## config.mk

```make
export PLATFORM = sky130hd
export DESIGN_NAME = multiply_unit
export DESIGN_NICKNAME = d
export VERILOG_FILES = /design/src/rtl/neocore_pkg.sv /design/src/rtl/multiply_unit_mul_core.sv /design/src/rtl/multiply_unit.sv
export SDC_FILE = /design/constraint.sdc
export NUM_CORES = 1
export LEC_CHECK = 0
export ABC_AREA = 1
export BUFFER_PORTS_ARGS = -buffer_cell sky130_fd_sc_hd__buf_4
export CAP_MARGIN = 20
export CORE_ASPECT_RATIO = 1.25
export CORE_UTILIZATION = 60
export DETAILED_ROUTE_END_ITERATION = 8
export GPL_TIMING_DRIVEN = 1
export PLACE_DENSITY = 0.79
export SYNTH_ARGS = -nofsm -noshare
export SYNTH_HDL_FRONTEND = slang
export SYNTH_SLANG_ARGS = --single-unit
```

## constraint.sdc

```tcl
create_clock -name clk -period 0.8 [get_ports clk]
set_input_delay 0.04 -clock clk [delete_from_list [all_inputs] [get_ports clk]]
set_output_delay 0.04 -clock clk [all_outputs]
set_load 0.02 [all_outputs]
```

## src/rtl/neocore_pkg.sv

```systemverilog
`default_nettype none
// ============================================================================
// Module      : neocore_pkg
// Description : Shared constants for the neocore execute-stage datapath.
//               DATA_W_DEF  - default operand width of the integer units.
//               PROD_W_DEF  - width of a full product (2 * DATA_W_DEF).
// Revision    : 1.0 - initial release
// ============================================================================
package neocore_pkg;

    localparam int DATA_W_DEF = 16;
    localparam int PROD_W_DEF = 2 * DATA_W_DEF;

endpackage : neocore_pkg
`default_nettype wire

```

## src/rtl/multiply_unit_mul_core.sv

```systemverilog
`default_nettype none
// ============================================================================
// Module      : mul_core
// Description : Combinational signed multiplier. Both inputs are already
//               extended by one bit (sign or zero) so a single signed multiply
//               serves signed and unsigned products alike. Only the low
//               2*DATA_W bits are returned; they are exact for any
//               combination of extended operands.
// Ports       : i_a    [DATA_W:0]      extended multiplicand (signed)
//               i_b    [DATA_W:0]      extended multiplier   (signed)
//               o_prod [2*DATA_W-1:0]  product (signed)
// Revision    : 1.0 - initial release
// ============================================================================
module mul_core
    import neocore_pkg::*;
#(
    parameter int DATA_W = DATA_W_DEF
) (
    input  logic signed [DATA_W:0]     i_a,
    input  logic signed [DATA_W:0]     i_b,
    output logic signed [2*DATA_W-1:0] o_prod
);

    localparam int PROD_W = 2 * DATA_W;

    logic signed [PROD_W-1:0] w_a_x;
    logic signed [PROD_W-1:0] w_b_x;

    // Sign-extend to the product width first; multiplying modulo 2^PROD_W then
    // yields exactly the low PROD_W bits of the (DATA_W+1)x(DATA_W+1) product.
    assign w_a_x  = PROD_W'(i_a);
    assign w_b_x  = PROD_W'(i_b);
    assign o_prod = w_a_x * w_b_x;

endmodule : mul_core
`default_nettype wire

```

## src/rtl/multiply_unit.sv

```systemverilog
`default_nettype none
// ============================================================================
// Module      : multiply_unit
// Description : Single-stage registered integer multiplier (UMULL / SMULL).
//               Operands are extended by one bit according to is_signed,
//               multiplied in mul_core, and the full 2*DATA_W product is
//               registered into result_hi:result_lo with one cycle latency.
// Ports       : clk        system clock, rising edge
//               rst        asynchronous reset, active low
//               operand_a  [DATA_W-1:0] multiplicand
//               operand_b  [DATA_W-1:0] multiplier
//               is_signed  1 = two's-complement, 0 = unsigned
//               result_lo  [DATA_W-1:0] product low half  (registered)
//               result_hi  [DATA_W-1:0] product high half (registered)
//               result_zero / result_neg (only with MULTIPLY_UNIT_FLAGS_EN)
// Config      : `define MULTIPLY_UNIT_FLAGS_EN adds the zero/negative flags.
// Revision    : 1.0 - initial release
// ============================================================================
module multiply_unit
    import neocore_pkg::*;
#(
    parameter int DATA_W = DATA_W_DEF
) (
    input  logic              clk,
    input  logic              rst,
    input  logic [DATA_W-1:0] operand_a,
    input  logic [DATA_W-1:0] operand_b,
    input  logic              is_signed,
    output logic [DATA_W-1:0] result_lo,
    output logic [DATA_W-1:0] result_hi
`ifdef MULTIPLY_UNIT_FLAGS_EN
    ,
    output logic              result_zero,
    output logic              result_neg
`endif
);

    localparam int PROD_W = 2 * DATA_W;

    logic signed [DATA_W:0]   w_ext_a;
    logic signed [DATA_W:0]   w_ext_b;
    logic signed [PROD_W-1:0] w_prod;
    logic        [PROD_W-1:0] result_d;
    logic        [PROD_W-1:0] result_q;

    // Extension bit: copy of the MSB for signed, zero for unsigned.
    assign w_ext_a = {is_signed & operand_a[DATA_W-1], operand_a};
    assign w_ext_b = {is_signed & operand_b[DATA_W-1], operand_b};

    mul_core #(
        .DATA_W (DATA_W)
    ) u_mul_core (
        .i_a    (w_ext_a),
        .i_b    (w_ext_b),
        .o_prod (w_prod)
    );

    always_comb begin
        result_d = w_prod;
    end

    always_ff @(posedge clk or negedge rst) begin
        if (!rst) begin
            result_q <= '0;
        end else begin
            result_q <= result_d;
        end
    end

    assign result_lo = result_q[DATA_W-1:0];
    assign result_hi = result_q[PROD_W-1:DATA_W];

`ifdef MULTIPLY_UNIT_FLAGS_EN
    logic result_zero_d;
    logic result_zero_q;
    logic result_neg_d;
    logic result_neg_q;

    always_comb begin
        result_zero_d = (w_prod == '0);
        // Negative only has meaning for a signed operation.
        result_neg_d  = is_signed & w_prod[PROD_W-1];
    end

    always_ff @(posedge clk or negedge rst) begin
        if (!rst) begin
            result_zero_q <= 1'b0;
            result_neg_q  <= 1'b0;
        end else begin
            result_zero_q <= result_zero_d;
            result_neg_q  <= result_neg_d;
        end
    end

    assign result_zero = result_zero_q;
    assign result_neg  = result_neg_q;
`endif

endmodule : multiply_unit
`default_nettype wire

```

==> results.sh, run 1 <==
export IMPL_async_reset_ff_share_pct=100
export IMPL_cts_sinks=32
export IMPL_failing_step="5_1_grt"
export IMPL_chipHeight_um=161
export IMPL_ys_ff_latch=32
export IMPL_dp_cells=1973
export IMPL_ys_seq_area_share_pct=6.60
export IMPL_yosys_warnings=0
export IMPL_start_util_pct=61.8
export IMPL_avgSynthCellArea_sq_um=7.90
export IMPL_synthCells=1535
export IMPL_grt_total_usage_pct=65.1
export IMPL_worstEpCategory="register data pin"
export IMPL_synth_commonest_cells="492 x inv_1, 381 x nand2_1, 282 x fa_1"
export IMPL_gp_congestion=0.912
export IMPL_cts_max_path_buffers=2
export IMPL_crit_endpoint="result_q[24]$_DFF_PN0_/D"
export IMPL_netlist_area_sq_um=12100
export IMPL_grt_max_degree=33
export IMPL_synth_top_area_share_pct=46.5
export IMPL_synthFlopType="dfrtp_1"
export IMPL_synthDistinctLibCells=32
export IMPL_portBuffers=66
export IMPL_cts_buffers=5
export IMPL_cts_root_buffer="clkbuf_16"
export IMPL_gr_total_overflow=40
export IMPL_synthMostInstantiatedCell="inv_1"
export IMPL_status="stopped before the end"
export IMPL_synth_largest_area_cell="fa_1"
export IMPL_h_tree_depth=2
export IMPL_first_error="[ERROR GRT-0232] Routing congestion too high. Check the congestion heatmap in the GUI."
export IMPL_dp_hpwl_um=28000
export IMPL_die_x_um=129
export IMPL_rows=57
export IMPL_synth_edf_count=0
export IMPL_ios=67
export IMPL_syn_nets=1934
export IMPL_synth_area_leaders="fa_1 47%, inv_1 15%, nand2_1 12%"
[metrics by stage]
| stage | cell area (sq um) | worst slack (ns) | util, % | setup TNS, ns |
|---|---|---|---|---|
| floorplan | 13300 | -3.98 | - | -96.62 |
| global placement | 14700 | -4.21 | 74.8 | -108.29 |
| detailed placement | 14700 | -4.31 | 74.8 | -109.82 |
| CTS | 16300 | -3.90 | 82.9 | -98.05 |
[repair_timing]
item,CTS
buffers inserted,23
resized for setup,301
gates cloned,2
hold endpoints to repair,32
pin swaps,126
endpoints found under the setup margin,62
hold buffers,1
[cell families after synthesis]
kind of cell,Yosys count,share of synthesized area (%)
compound gates,51,2.35
xor+xnor,28,2.02
fa+ha+maj,364,55.0
buf+inv,562,17.4
flops,32,6.60
simple gates,498,16.6
[routing by layer]
metal / overflow / GRT usage [%]
met3: 0 / 51.1
met2: 19 / 83.0
met4: 21 / 60.8
met1: 0 / 63.9
met5: 0 / 21.3
==> run 2: changes to the inputs <==
CORE_ASPECT_RATIO = unset   (was 1.25)
CORE_UTILIZATION = 40   (was 60)
PLACE_DENSITY = unset   (was 0.79)
PLACE_DENSITY_LB_ADDON = 0.15   (was unset)
==> results.sh, run 2 <==
export IMPL_crit_fanout=8
export IMPL_gr_total_overflow=0
export IMPL_postLayoutCoreUtil_pct=58.0
export IMPL_dieArea_sq_um=31000
export IMPL_drv_slew=0
export IMPL_status="complete, but fails checks"
export IMPL_min_period_ns=4.77
export IMPL_worstPathArrival_ns=4.94
export IMPL_drc=0
export IMPL_ios=67
export IMPL_wirelength_um=33900
export IMPL_h_tree_depth=2
export IMPL_fin_ws_ns=-3.97
export IMPL_synthFlopType="dfrtp_1"
export IMPL_rsz0062_at_grt="yes"
export IMPL_required_ns=0.97
export IMPL_layout_drive_gt1_share_pct=35.6
export IMPL_rows=63
export IMPL_chipHeight_um=176
export IMPL_wl_per_cell_um=15.7
export IMPL_synthCells=1535
export IMPL_final_common_cell="inv_1"
export IMPL_start_util_pct=40.8
export IMPL_dp_cells=2101
export IMPL_worstSetupStartpointType="input pin"
export IMPL_cts_root_buffer="clkbuf_16"
export IMPL_drt_iter0_drc=382
export IMPL_viasPerCell=4.65
export IMPL_portBuffers=66
export IMPL_dp_worst_setup_slack_ns=-4.33
export IMPL_yosys_warnings=0
export IMPL_synth_commonest_cells="492 x inv_1, 381 x nand2_1, 282 x fa_1"
export IMPL_grt_total_usage_pct=23.5
export IMPL_avgSynthCellArea_sq_um=7.90
export IMPL_cts_max_path_buffers=2
export IMPL_diodes=0
export IMPL_violations="setup timing"
export IMPL_largest_reg_flops=32
export IMPL_grt_pass1_vias=11092
export IMPL_regMostFlops="result_q"
export IMPL_cts_tree="yes"
export IMPL_hold_end="result_q[0]$_DFF_PN0_"
export IMPL_synth_area_leaders="fa_1 47%, inv_1 15%, nand2_1 12%"
export IMPL_reg_largest_list="result_q: 32 flops"
export IMPL_synth_top_area_share_pct=46.5
export IMPL_gp_congestion=0.894
export IMPL_min_from="operand_b[0]"
export IMPL_async_reset_ff_share_pct=100
export IMPL_finalSetupViolCount=62
export IMPL_first_pass_iters=5
export IMPL_maxSlewHeadroom_pct=72.4
export IMPL_max_cap_viol_count=0
export IMPL_grt_max_degree=33
export IMPL_core_sq_um=29700
export IMPL_max_freq_mhz=210
export IMPL_cp_startpoint="is_signed"
export IMPL_dp_hpwl_um=28700
export IMPL_fill_cells=2633
export IMPL_ys_seq_area_share_pct=6.60
export IMPL_cts_sinks=32
export IMPL_synthDistinctLibCells=32
export IMPL_cts_buffers=5
export IMPL_syn_nets=1934
export IMPL_syn2layout_area_growth_pct=42.1
export IMPL_ys_ff_latch=32
export IMPL_tns_ns=-99.21
export IMPL_layout_common_cells="421 x inv_1, 304 x nand2_1, 260 x fa_1"
export IMPL_num_vias=10050
export IMPL_synth_largest_area_cell="fa_1"
export IMPL_period_share_pct=596
export IMPL_clkTransAtPathRegs_ns=0.06
export IMPL_die_x_um=176
export IMPL_netlist_area_sq_um=12100
export IMPL_antenna_found_initial=0
export IMPL_fin_cells=2160
export IMPL_synth_edf_count=0
export IMPL_nets=2168
export IMPL_synthMostInstantiatedCell="inv_1"
export IMPL_hold_path_class="in -> reg"
export IMPL_worst_pin_slew_ns=0.413
export IMPL_hold_depth=4
export IMPL_end_kind="flip-flop"
export IMPL_hold_viol=0
export IMPL_ant_nets=0
export IMPL_grt_pass1_wl_um=56300
export IMPL_critPathKind="in -> reg"
## run 2: routing by layer
layer	GRT usage [%]	part of all wire, %	vias to the layer above
met1	29.1	40	5101
met2	44.2	55	166
li1	-	-	4737
met3	1.42	2.5	46
met5	0	0	-
met4	5.72	2.5	0
## run 2: cell type report
class	instances	area (sq um)	share of cell area (%)
multi-input combinational	941	11000	63.6
timing repair buffer	292	2940	17.0
clock inverter	2	10.0	0.0581
sequential	32	801	4.65
inverter	497	1900	11.0
clock buffer	6	139	0.806
tap	390	488	2.83
## run 2: stage by stage
stage,hold WS (ns),cell area [sq um]
2_1_floorplan,-0.256,13300
3_3_place_gp,-0.000348,14900
3_5_place_dp,0.00588,14900
4_1_cts,0.219,16600
5_1_grt,0.234,17200
6_report,0.222,17200
## run 2: critical path: stages
cell     delay [ns]
buf_8          0.09
buf_6          0.10
nand2_4        0.06
buf_8          0.14
or2_4          0.23
fa_1           0.45
fa_1           0.51
inv_2          0.04
fa_1           0.53
fa_2           0.48
fa_1           0.49
inv_1          0.04
fa_1           0.48
inv_2          0.05
ha_4           0.32
nand2_4        0.08
nor4_4         0.33
nand2_1        0.14
nand2_2        0.14
nand2_2        0.06
nand3_1        0.08
nand2_2        0.07
## run 2: what timing repair did
item / in CTS / in global routing
setup endpoints to repair: 62 / 62
cloned: 2 / 0
hold buffers: 1 / 0
endpoints found under the hold margin: 32 / 0
pin swaps: 99 / 71
resized for setup: 297 / 135
setup buffers: 40 / 12
## run 2: how the worst max path moves through the flow
stage | end | cells after the start | slack [ns]
4_1_cts | result_q[29]$_DFF_PN0_ | 22 | -3.86
6_report | result_q[24]$_DFF_PN0_ | 22 | -3.97
2_1_floorplan | result_q[31]$_DFF_PN0_ | 25 | -3.98
5_1_grt | result_q[24]$_DFF_PN0_ | 22 | -4.14
3_3_place_gp | result_q[29]$_DFF_PN0_ | 24 | -4.27
3_5_place_dp | result_q[29]$_DFF_PN0_ | 24 | -4.33
## run 2: cell families (layout without fill, tap and decap cells)
kind of cell | count (synthesis) | after routing | share of synthesized area (%)
buffers and inverters | 562 | 797 | 17.4
DFF | 32 | 32 | 6.60
AOI/OAI and AO/OA | 51 | 51 | 2.35
adders and majority gates | 364 | 364 | 55.0
and+or+nand+nor | 498 | 498 | 16.6
xor gates and xnor gates | 28 | 28 | 2.02
Power of run 2 is not shown: default switching activity piles up to over one toggle a cycle in this logic, so the estimate is an artifact.
==> run 3: changes to the inputs <==
SETUP_SLACK_MARGIN = 0.02   (was unset)
==> results.sh, run 3 (same netlist as run 2, synthesis figures left out) <==
export IMPL_cp_startpoint="is_signed"
export IMPL_fin_ws_ns=-3.95
export IMPL_worst_pin_slew_ns=0.419
export IMPL_cp_endpoint="result_q[28]$_DFF_PN0_"
export IMPL_grt_pass1_vias=11025
export IMPL_critPathKind="in -> reg"
export IMPL_cp_slowest_stage_delay_ns=0.61
export IMPL_reg_largest_list="result_q: 32 flops"
export IMPL_cts_root_buffer="clkbuf_16"
export IMPL_multi_input_area_sq_um=10900
export IMPL_grt_pass1_wl_um=56000
export IMPL_regMostFlops="result_q"
export IMPL_hold_viol=0
export IMPL_first_pass_iters=5
export IMPL_antenna_found_initial=0
export IMPL_path_cells="buf_8 -> nand2_8 -> inv_8 -> nand2_1 -> inv_1 -> fa_2 -> inv_2 -> buf_4 -> fa_2 -> fa_2 -> fa_2 -> fa_1 -> fa_1 -> inv_2 -> ha_4 -> buf_6 -> nand3_2 -> nor3_2 -> nand3_1 -> nand4_1 -> nand2_1"
export IMPL_wl_per_cell_um=15.6
export IMPL_clkTransAtPathRegs_ns=0.05
export IMPL_wirelength_um=33800
export IMPL_viasPerCell=4.61
export IMPL_ios=67
export IMPL_portBuffers=66
export IMPL_die_x_um=176
export IMPL_hold_path_class="in -> reg"
export IMPL_ant_nets=0
export IMPL_min_from="operand_b[0]"
export IMPL_cts_max_path_buffers=2
export IMPL_dp_cells=2103
export IMPL_register_area_sq_um=801
export IMPL_cts_tree="yes"
export IMPL_layout_common_cells="414 x inv_1, 306 x nand2_1, 260 x fa_1"
export IMPL_h_tree_depth=2
export IMPL_violations="setup timing"
export IMPL_finalSetupViolCount=62
export IMPL_dieArea_sq_um=31000
export IMPL_dp_worst_setup_slack_ns=-4.27
export IMPL_chipHeight_um=176
export IMPL_cts_sinks=32
export IMPL_max_freq_mhz=211
export IMPL_fill_cells=2651
export IMPL_period_share_pct=593
export IMPL_gp_congestion=0.870
export IMPL_end_kind="flip-flop"
export IMPL_rows=63
export IMPL_start_util_pct=40.8
export IMPL_fin_cells=2167
export IMPL_worstSetupStartpointType="input pin"
export IMPL_drt_iter0_drc=435
export IMPL_crit_fanout=7
export IMPL_worstPathArrival_ns=4.91
export IMPL_dp_hpwl_um=28600
export IMPL_final_common_cell="inv_1"
export IMPL_min_period_ns=4.75
export IMPL_nets=2175
export IMPL_grt_total_usage_pct=23.4
export IMPL_status="complete, but fails checks"
export IMPL_drc=0
export IMPL_cts_buffers=5
export IMPL_tns_ns=-99.20
export IMPL_gr_total_overflow=0
export IMPL_maxSlewHeadroom_pct=72.0
export IMPL_max_cap_viol_count=0
export IMPL_slowest_stage="fa_2"
export IMPL_grt_max_degree=33
export IMPL_rsz0062_at_grt="yes"
export IMPL_syn2layout_area_growth_pct=41.4
export IMPL_cpMostUsedCell="fa_2"
export IMPL_diodes=0
export IMPL_largest_reg_flops=32
export IMPL_layout_drive_gt1_share_pct=35.7
export IMPL_required_ns=0.97
export IMPL_drv_slew=0
export IMPL_core_sq_um=29700
export IMPL_num_vias=9990
-- run 3: cell count changes in the layout (fill, tap and decap cells not counted), moves of 3 or more --
cell    previous run  this run
buf_12            20        15
inv_1            421       414
nor2_1            19        23
buf_8             17        14
ha_1              37        34
buf_6             84        91
inv_2             67        75
buf_4            168       175
-- run 3: through the flow --
stage | area, sq um | utilization (%) | hold slack, ns
floorplan | 13300 | - | -0.256
global placement | 14900 | 50.0 | 0.000621
detailed placement | 14900 | 50.0 | 0.00855
CTS | 16500 | 55.7 | 0.199
global route | 17100 | 57.7 | 0.241
finish | 17100 | 57.7 | 0.201
-- run 3: metal layers --
layer	wire, um	GRT usage (%)	part of all wire (%)	vias up
met3	867	2.02	2.6	40
met5	0	0	0	-
met4	822	5.65	2.4	0
li1	-	-	-	4746
met1	13800	29.0	41	5040
met2	18300	43.7	54	164
-- run 3: worst max-delay path: cells and delay by family --
kind                     cells  cell delay [ns]
buffers and inverters        7             0.60
adder cells (fa/ha/maj)      7             3.42
AND/OR/NAND/NOR              7             0.84
-- run 3: final cells by class --
type | instances | area share (%)
clock inverter | 2 | 0.204
inverter | 497 | 11.1
timing repair buffer | 299 | 17.1
sequential | 32 | 4.67
clock buffer | 6 | 0.752
multi-input combinational | 941 | 63.3
tap | 390 | 2.85
-- run 3: repair_timing --
item                                    in CTS  in global routing
endpoints found under the setup margin      62                 63
resized for setup                          279                140
cloned                                       1                  1
pin swaps                                  123                118
hold buffers                                 1                  0
buffers inserted                            39                 22
endpoints found under the hold margin       32                  0
-- run 3: worst min path at each step --
stage / to / slack, ns / cells after the start
global route: result_q[0]$_DFF_PN0_ / 0.24 / 4
finish: result_q[0]$_DFF_PN0_ / 0.20 / 4
floorplan: result_q[0]$_DFF_PN0_ / -0.26 / 0
global placement: result_q[5]$_DFF_PN0_ / 0.0006 / 1
CTS: result_q[0]$_DFF_PN0_ / 0.20 / 4
detailed placement: result_q[5]$_DFF_PN0_ / 0.009 / 1
Power of run 3 is left out for the same reason.
==> run 4: changes to the inputs <==
CTS_BUF_LIST = sky130_fd_sc_hd__clkbuf_4   (was unset)
SETUP_SLACK_MARGIN = 0.3   (was 0.02)
==> results.sh, run 4 (same netlist as run 2, synthesis figures left out) <==
export IMPL_chipHeight_um=176
export IMPL_max_cap_viol_count=0
export IMPL_grt_total_usage_pct=23.5
export IMPL_first_pass_iters=5
export IMPL_dieArea_sq_um=31000
export IMPL_largest_reg_flops=32
export IMPL_end_kind="flip-flop"
export IMPL_min_period_ns=4.58
export IMPL_routed_top_layer="met4"
export IMPL_tns_ns=-98.02
export IMPL_fin_ws_ns=-3.78
export IMPL_layout_common_cells="419 x inv_1, 309 x nand2_1, 263 x fa_1"
export IMPL_required_ns=1.06
export IMPL_cts_buffers=5
export IMPL_fill_cells=2707
export IMPL_wl_met2_um=18600
export IMPL_antenna_found_initial=0
export IMPL_worstPathArrival_ns=4.85
export IMPL_hold_path_class="in -> async"
export IMPL_crit_fanout=7
export IMPL_worstSetupStartpointType="input pin"
export IMPL_drc=0
export IMPL_start_util_pct=40.8
export IMPL_num_vias=10024
export IMPL_die_x_um=176
export IMPL_clkTransAtPathRegs_ns=0.11
export IMPL_regMostFlops="result_q"
export IMPL_maxSlewHeadroom_pct=80.3
export IMPL_hold_viol=0
export IMPL_rsz0062_at_grt="yes"
export IMPL_period_share_pct=573
export IMPL_wl_met3_um=966
export IMPL_cts_root_buffer="clkbuf_4"
export IMPL_layout_drive_gt1_share_pct=34.9
export IMPL_wl_per_cell_um=15.5
export IMPL_critPathKind="in -> reg"
export IMPL_syn2layout_area_growth_pct=40.5
export IMPL_portBuffers=66
export IMPL_grt_pass1_wl_um=56200
export IMPL_worst_pin_slew_ns=0.295
export IMPL_placed_cell_area_sq_um=14900
export IMPL_gp_congestion=0.877
export IMPL_finalSetupViolCount=62
export IMPL_violations="setup timing"
export IMPL_cts_tree="yes"
export IMPL_ios=67
export IMPL_design_area_sq_um=17000
export IMPL_register_area_sq_um=801
export IMPL_final_common_cell="inv_1"
export IMPL_gr_total_overflow=0
export IMPL_nets=2165
export IMPL_reg_largest_list="result_q: 32 flops"
export IMPL_wl_met1_um=13300
export IMPL_grt_pass1_vias=11117
export IMPL_cts_max_path_buffers=2
export IMPL_status="complete, but fails checks"
export IMPL_h_tree_depth=2
export IMPL_drv_slew=0
export IMPL_max_freq_mhz=218
export IMPL_holdWs_ns=0.125
export IMPL_multi_input_area_sq_um=10900
export IMPL_drt_iter0_drc=375
export IMPL_dp_worst_setup_slack_ns=-4.34
export IMPL_dp_hpwl_um=28700
export IMPL_diodes=0
export IMPL_rows=63
export IMPL_viasPerCell=4.65
export IMPL_grt_max_degree=33
export IMPL_cts_sinks=32
export IMPL_wirelength_um=33400
export IMPL_ant_nets=0
export IMPL_core_sq_um=29700
==> run 4: layout make-up <==
cell class,instances,share of cell area [%]
inverters,497,11.2
flip-flops and latches,32,4.70
multi-input cells,941,64.1
clock inverters,3,0.0808
repair buffers,289,16.9
well taps,390,2.86
clock buffers,5,0.220
==> run 4: per-stage QoR <==
step           util [%]  cells
2_1_floorplan         -   1535
3_3_place_gp       50.1   2105
3_5_place_dp       50.1   2105
4_1_cts            55.4   2147
5_1_grt            57.3   2157
6_report           57.3   2157
==> run 4: final timing paths <==
check | startpoint | endpoint
max | operand_a[15] | result_q[29]$_DFF_PN0_
min | rst | result_q[29]$_DFF_PN0_
max in group asynchronous | rst | result_q[11]$_DFF_PN0_
min in group clk | operand_b[0] | result_q[0]$_DFF_PN0_
==> run 4: timing repair <==
| action | CTS | global route |
|---|---|---|
| cloned | 1 | 0 |
| hold buffers | 1 | 0 |
| pin swaps | 125 | 65 |
| resized for setup | 309 | 127 |
| setup buffers | 32 | 10 |
| endpoints found under the hold margin | 32 | 0 |
| setup endpoints to repair | 63 | 95 |
==> run 4: metal layers <==
layer / GRT usage (%) / vias up
li1: - / 4725
met1: 28.8 / 5109
met2: 45.8 / 161
met3: 1.36 / 29
met4: 3.22 / 0
met5: 0 / -
==> run 4: worst max-delay path, cell delays in order <==
cell,delay [ns]
buf_12,0.09
nand2_8,0.07
inv_8,0.10
nand2_4,0.05
buf_6,0.11
fa_1,0.51
inv_1,0.06
fa_1,0.52
inv_1,0.05
fa_1,0.49
inv_1,0.05
fa_1,0.46
fa_1,0.50
inv_1,0.05
fa_1,0.49
inv_2,0.05
ha_4,0.32
nand2_4,0.08
inv_2,0.05
nand2_2,0.09
nor2_2,0.13
nor2_2,0.06
or2_1,0.26
nand4_1,0.09
nand2_1,0.06
Power of run 4 is left out for the same reason.
